<file path="src/rtl/mac_serial_accumulate.sv">
// Shift-and-add unsigned MAC: one op per WIDTH+2 cycles, acc updates WIDTH+1 edges after the handshake.
// in_ready only in IDLE (no queuing); define MAC_SATURATE_EN to clamp acc on carry-out instead of wrapping.

module full_adder (
  input  logic a_i,
  input  logic b_i,
  input  logic c_i,
  output logic s_o,
  output logic c_o
);
  assign s_o = a_i ^ b_i ^ c_i;
  assign c_o = (a_i & b_i) | (c_i & (a_i ^ b_i));
endmodule

module ripple_adder #(
  parameter int W = 8
) (
  input  logic [W-1:0] a_i,
  input  logic [W-1:0] b_i,
  output logic [W-1:0] sum_o,
  output logic         co_o
);
  logic [W:0] carry;

  assign carry[0] = 1'b0;
  assign co_o     = carry[W];

  for (genvar i = 0; i < W; i++) begin : g_fa
    full_adder u_fa (
      .a_i (a_i[i]),
      .b_i (b_i[i]),
      .c_i (carry[i]),
      .s_o (sum_o[i]),
      .c_o (carry[i+1])
    );
  end
endmodule

module mac_serial_accumulate #(
  parameter int WIDTH     = 8,
  parameter int ACC_WIDTH = 20
) (
  input  logic                 clk,
  input  logic                 rst_n,
  input  logic                 in_valid,
  output logic                 in_ready,
  input  logic [WIDTH-1:0]     a,
  input  logic [WIDTH-1:0]     b,
  input  logic                 clear,
  output logic [ACC_WIDTH-1:0] acc,
  output logic                 out_valid,
  output logic                 busy,
  output logic                 overflow
);
  typedef enum logic [1:0] {IDLE, MULT, ACCUM} state_t;

  localparam int CW = (WIDTH > 1) ? $clog2(WIDTH) : 1;

  state_t                 state_q, state_d;
  logic [2*WIDTH-1:0]     mcand_q, mcand_d;
  logic [WIDTH-1:0]       mplier_q, mplier_d;
  logic [2*WIDTH-1:0]     prod_q, prod_d;
  logic [CW-1:0]          cnt_q, cnt_d;
  logic [ACC_WIDTH-1:0]   acc_q, acc_d;
  logic                   ovf_q, ovf_d;
  logic                   out_vld_q, out_vld_d;

  // One adder serves both phases: partial-product sums in MULT, accumulation in ACCUM.
  logic [ACC_WIDTH-1:0]   add_a, add_b, add_sum;
  logic                   add_co;

  always_comb begin
    add_a = '0;
    add_b = '0;
    if (state_q == ACCUM) begin
      add_a = clear ? '0 : acc_q;
      add_b = ACC_WIDTH'(prod_q);
    end else begin
      add_a = ACC_WIDTH'(prod_q);
      add_b = mplier_q[0] ? ACC_WIDTH'(mcand_q) : '0;
    end
  end

  ripple_adder #(.W(ACC_WIDTH)) u_add (
    .a_i   (add_a),
    .b_i   (add_b),
    .sum_o (add_sum),
    .co_o  (add_co)
  );

  always_comb begin
    state_d   = state_q;
    mcand_d   = mcand_q;
    mplier_d  = mplier_q;
    prod_d    = prod_q;
    cnt_d     = cnt_q;
    acc_d     = acc_q;
    ovf_d     = ovf_q;
    out_vld_d = 1'b0;

    if (clear) begin
      acc_d = '0;
      ovf_d = 1'b0;
    end

    case (state_q)
      IDLE: begin
        if (in_valid) begin
          mcand_d  = (2*WIDTH)'(a);
          mplier_d = b;
          prod_d   = '0;
          cnt_d    = '0;
          state_d  = MULT;
        end
      end
      MULT: begin
        prod_d   = add_sum[2*WIDTH-1:0];
        mcand_d  = mcand_q << 1;
        mplier_d = mplier_q >> 1;
        cnt_d    = cnt_q + 1'b1;
        if (cnt_q == CW'(WIDTH-1)) state_d = ACCUM;
      end
      ACCUM: begin
`ifdef MAC_SATURATE_EN
        acc_d = add_co ? '1 : add_sum;
`else
        acc_d = add_sum;
`endif
        // With clear, add_a is zero so add_co is zero and overflow ends up cleared.
        ovf_d     = (clear ? 1'b0 : ovf_q) | add_co;
        out_vld_d = 1'b1;
        state_d   = IDLE;
      end
      default: state_d = IDLE;
    endcase
  end

  always_ff @(posedge clk or negedge rst_n) begin
    if (!rst_n) begin
      state_q   <= IDLE;
      mcand_q   <= '0;
      mplier_q  <= '0;
      prod_q    <= '0;
      cnt_q     <= '0;
      acc_q     <= '0;
      ovf_q     <= 1'b0;
      out_vld_q <= 1'b0;
    end else begin
      state_q   <= state_d;
      mcand_q   <= mcand_d;
      mplier_q  <= mplier_d;
      prod_q    <= prod_d;
      cnt_q     <= cnt_d;
      acc_q     <= acc_d;
      ovf_q     <= ovf_d;
      out_vld_q <= out_vld_d;
    end
  end

  assign in_ready  = (state_q == IDLE);
  assign busy      = (state_q != IDLE);
  assign acc       = acc_q;
  assign overflow  = ovf_q;
  assign out_valid = out_vld_q;

endmodule

</file>
<file path="config.mk">
export PLATFORM = sky130hd
export DESIGN_NAME = mac_serial_accumulate
export DESIGN_NICKNAME = d
export VERILOG_FILES = /design/src/rtl/mac_serial_accumulate.sv
export SDC_FILE = /design/constraint.sdc
export NUM_CORES = 1
export LEC_CHECK = 0
export CORE_MARGIN = 2
export CORE_UTILIZATION = 56
export DETAILED_ROUTE_END_ITERATION = 7
export PLACE_DENSITY = 0.8
export SLEW_MARGIN = 10
export SYNTH_ARGS = -nofsm -noshare
export SYNTH_HDL_FRONTEND = slang
export SYNTH_HIERARCHICAL = 1
export SYNTH_SLANG_ARGS = --single-unit
export TNS_END_PERCENT = 20
</file>
<file path="constraint.sdc">
create_clock -name clk -period 12.1 [get_ports clk]
set_input_delay 1.21 -clock clk [delete_from_list [all_inputs] [get_ports clk]]
set_output_delay 1.21 -clock clk [all_outputs]
set_load 0.03 [all_outputs]
</file>
==> flow_summary.toml <==
[yosys]
ys_seq_area_share_pct = 43.7
synth_top_cell_area_share_pct = 43.7
synth_seq_cells = 67
synth.distinct_cells = 31
synth_flop_cell = "dfrtp_1"
synth_warnings = 6
syn_inst = 313
synth-edff-count = 0
synth_commonest_cells = "dfrtp_1, mux2_2, a22o_1"
yosysMostFrequentCell = "dfrtp_1"
synth-async-reset-ratio_pct = 100
yosys.area.top_type = "dfrtp_1"
syn-cell-area_um2 = 3840
synth_area_per_cell_um2 = 12.3
ys_top_cells_by_area = "dfrtp_1, fa_1, mux2_2"

[global_route]
overflow = 0
grt_usage_pct = 22.1
grt_max_degree = 68
grt_pass1_wl_um = 12900
antenna_found_initial = 0
grt_pass1_vias = 2598

[timing]
setup_viol = 0
rsz0062_at_grt = "no"
hold_viol = 0
fin_ws_ns = 1.66
setup_tns_ns = 0
max_freq_ghz = 0.0958
timing.hold.ws_ns = 0.480
maxSlewHeadroom_pct = 42.7
worst_pin_slew_ns = 0.860
clock_skew_ns = 0.00639
post-route-period-util_pct = 86.3
min_period_ns = 10.44
slew_violations = 0

[floorplanning]
row_count = 30
pin_count = 44
die_height_um = 86.8
start_util_pct = 57.1
die_w_um = 86.8
die_area_um2 = 7530
core_um2 = 6720

[placed_design]
port_buffers = 43
dpl.hpwl_um = 4730
pre_cts_ws_ns = 1.40
place_congestion = 0.857

[clocking]
clk-insertion-delay-late_ns = 0.34
ctsHoldBuffers = 0
clock_path_buffers = 2
cts.sinks = 67
cts_tree = "built"
postCtsSetupRepairBufs = 0
cts-buffers-inserted = 9
htreeDepth = 3
cts_resized = 0
cts.clk_slew.worst_paths_ns = 0.07
cts-root-buf = "clkbuf_8"

[outcome]
outcome = "complete, no violations"

[setup_path]
crit_family = "adder cells"
worst_ep_arrival_time_ns = 10.67
cp-start-kind = "register"
path_buf_inv = 2
cpMostUsedCell = "fa_1"
worstPathMaxFanout = 47
worstPathRequired_ns = 12.33
crit_path_end_kind = "register"
slowest_stage = "inv_2"
worst_path_largest_cell_delay_ns = 0.60
worstSetupPathType = "reg2reg"

[detailed_routing]
wire_per_inst_um = 17.3
vias = 2579
drt_pass1_iterations = 4
drt_wl_total_um = 7470
vias_per_cell = 5.97
drc_errors = 0
drt_iter0_drc = 148
antenna_left = 0

[power]
ir_drop_mv = 0.111
p_leak_uw = 0.00198
power.density_nw_per_um2 = 230

[finish]
fin_nets = 389
layout-drive-gt1-share_pct = 19.9
diodes = 0
utilization_pct = 66.0
syn2layout_area_growth_pct = 15.6

[worst_hold_path]
hp-class = "reg2reg"

[flow_run]
cap_violations = 0
## routing by layer
layer,GRT usage (%),up-vias,part of all wire [%]
met5,0,-,0
met4,9.38,0,1.6
met3,3.14,8,3.0
met2,33.7,46,48
met1,31.8,1335,47
li1,-,1190,-
## per-stage QoR
step           std cells  power, uW  instance area, um2
6_report             432       1020                4430
4_1_cts              432       1020                4430
3_5_place_dp         416        854                4260
2_1_floorplan        316        738                3850
5_1_grt              432       1100                4430
3_3_place_gp         416        835                4260
## path summary, 6_finish.rpt
kind / cells past startpoint / from / to / slack [ns]
worst max-delay path: 25 / state_q[0] / acc[19] / 1.66
worst min-delay path: 1 / cnt_q[0] / cnt_q[0] / 0.48
worst max register to register: 25 / state_q[0] / acc[19] / 1.66
worst min register to register: 1 / cnt_q[0] / cnt_q[0] / 0.48
max in group asynchronous: 2 / rst_n / acc[3] / 10.48
min in group asynchronous: 2 / rst_n / acc[17] / 1.04
## power by group
group | total [uW] | leakage, uW | switching, uW | internal [uW]
logic | 495 | 0.00103 | 242 | 253
clock network | 166 | 0.0000905 | 80.9 | 85.2
registers | 358 | 0.000859 | 55.2 | 303
total | 1020 | 0.00198 | 379 | 641
## cell type report
| class | count | area, um2 |
|---|---|---|
| inverters | 8 | 30.0 |
| fillers | 495 | 2280 |
| repair buffers | 49 | 470 |
| clock buffers | 14 | 163 |
| flip-flops and latches | 67 | 1680 |
| multi-input cells | 212 | 1980 |
| clock inverters | 2 | 10.0 |
| well taps | 80 | 100 |
## cells by family (layout without fill, tap and decap cells)
kind of cell,after synthesis,after routing,share of synthesized area (%)
other,2,5,0.196
and+or+nand+nor,86,86,15.3
adders and majority gates,22,22,11.1
buffers and inverters,37,73,4.86
muxes,37,37,11.6
DFF,67,67,43.7
AOI/OAI and AO/OA,62,62,13.2
## registers in the layout (all words and copies together), names as in the netlist
signal     flops
acc           20
cnt_q          3
mcand_q       16
mplier_q       8
out_valid      1
overflow       1
prod_q        16
state_q        2
## cell usage in the layout (no fill, tap or decap), types with 11 or more instances in the layout
cell type,netlist,final
fa_1,20,20
nor2b_1,21,21
o21ai_0,16,16
mux2_2,28,28
dfrtp_1,67,67
clkdlybuf4s50_1,0,42
a22o_1,27,27
nand3b_1,16,16
nand2_1,16,16
clkbuf_8,0,11
Power figures use the tool's default switching activity.
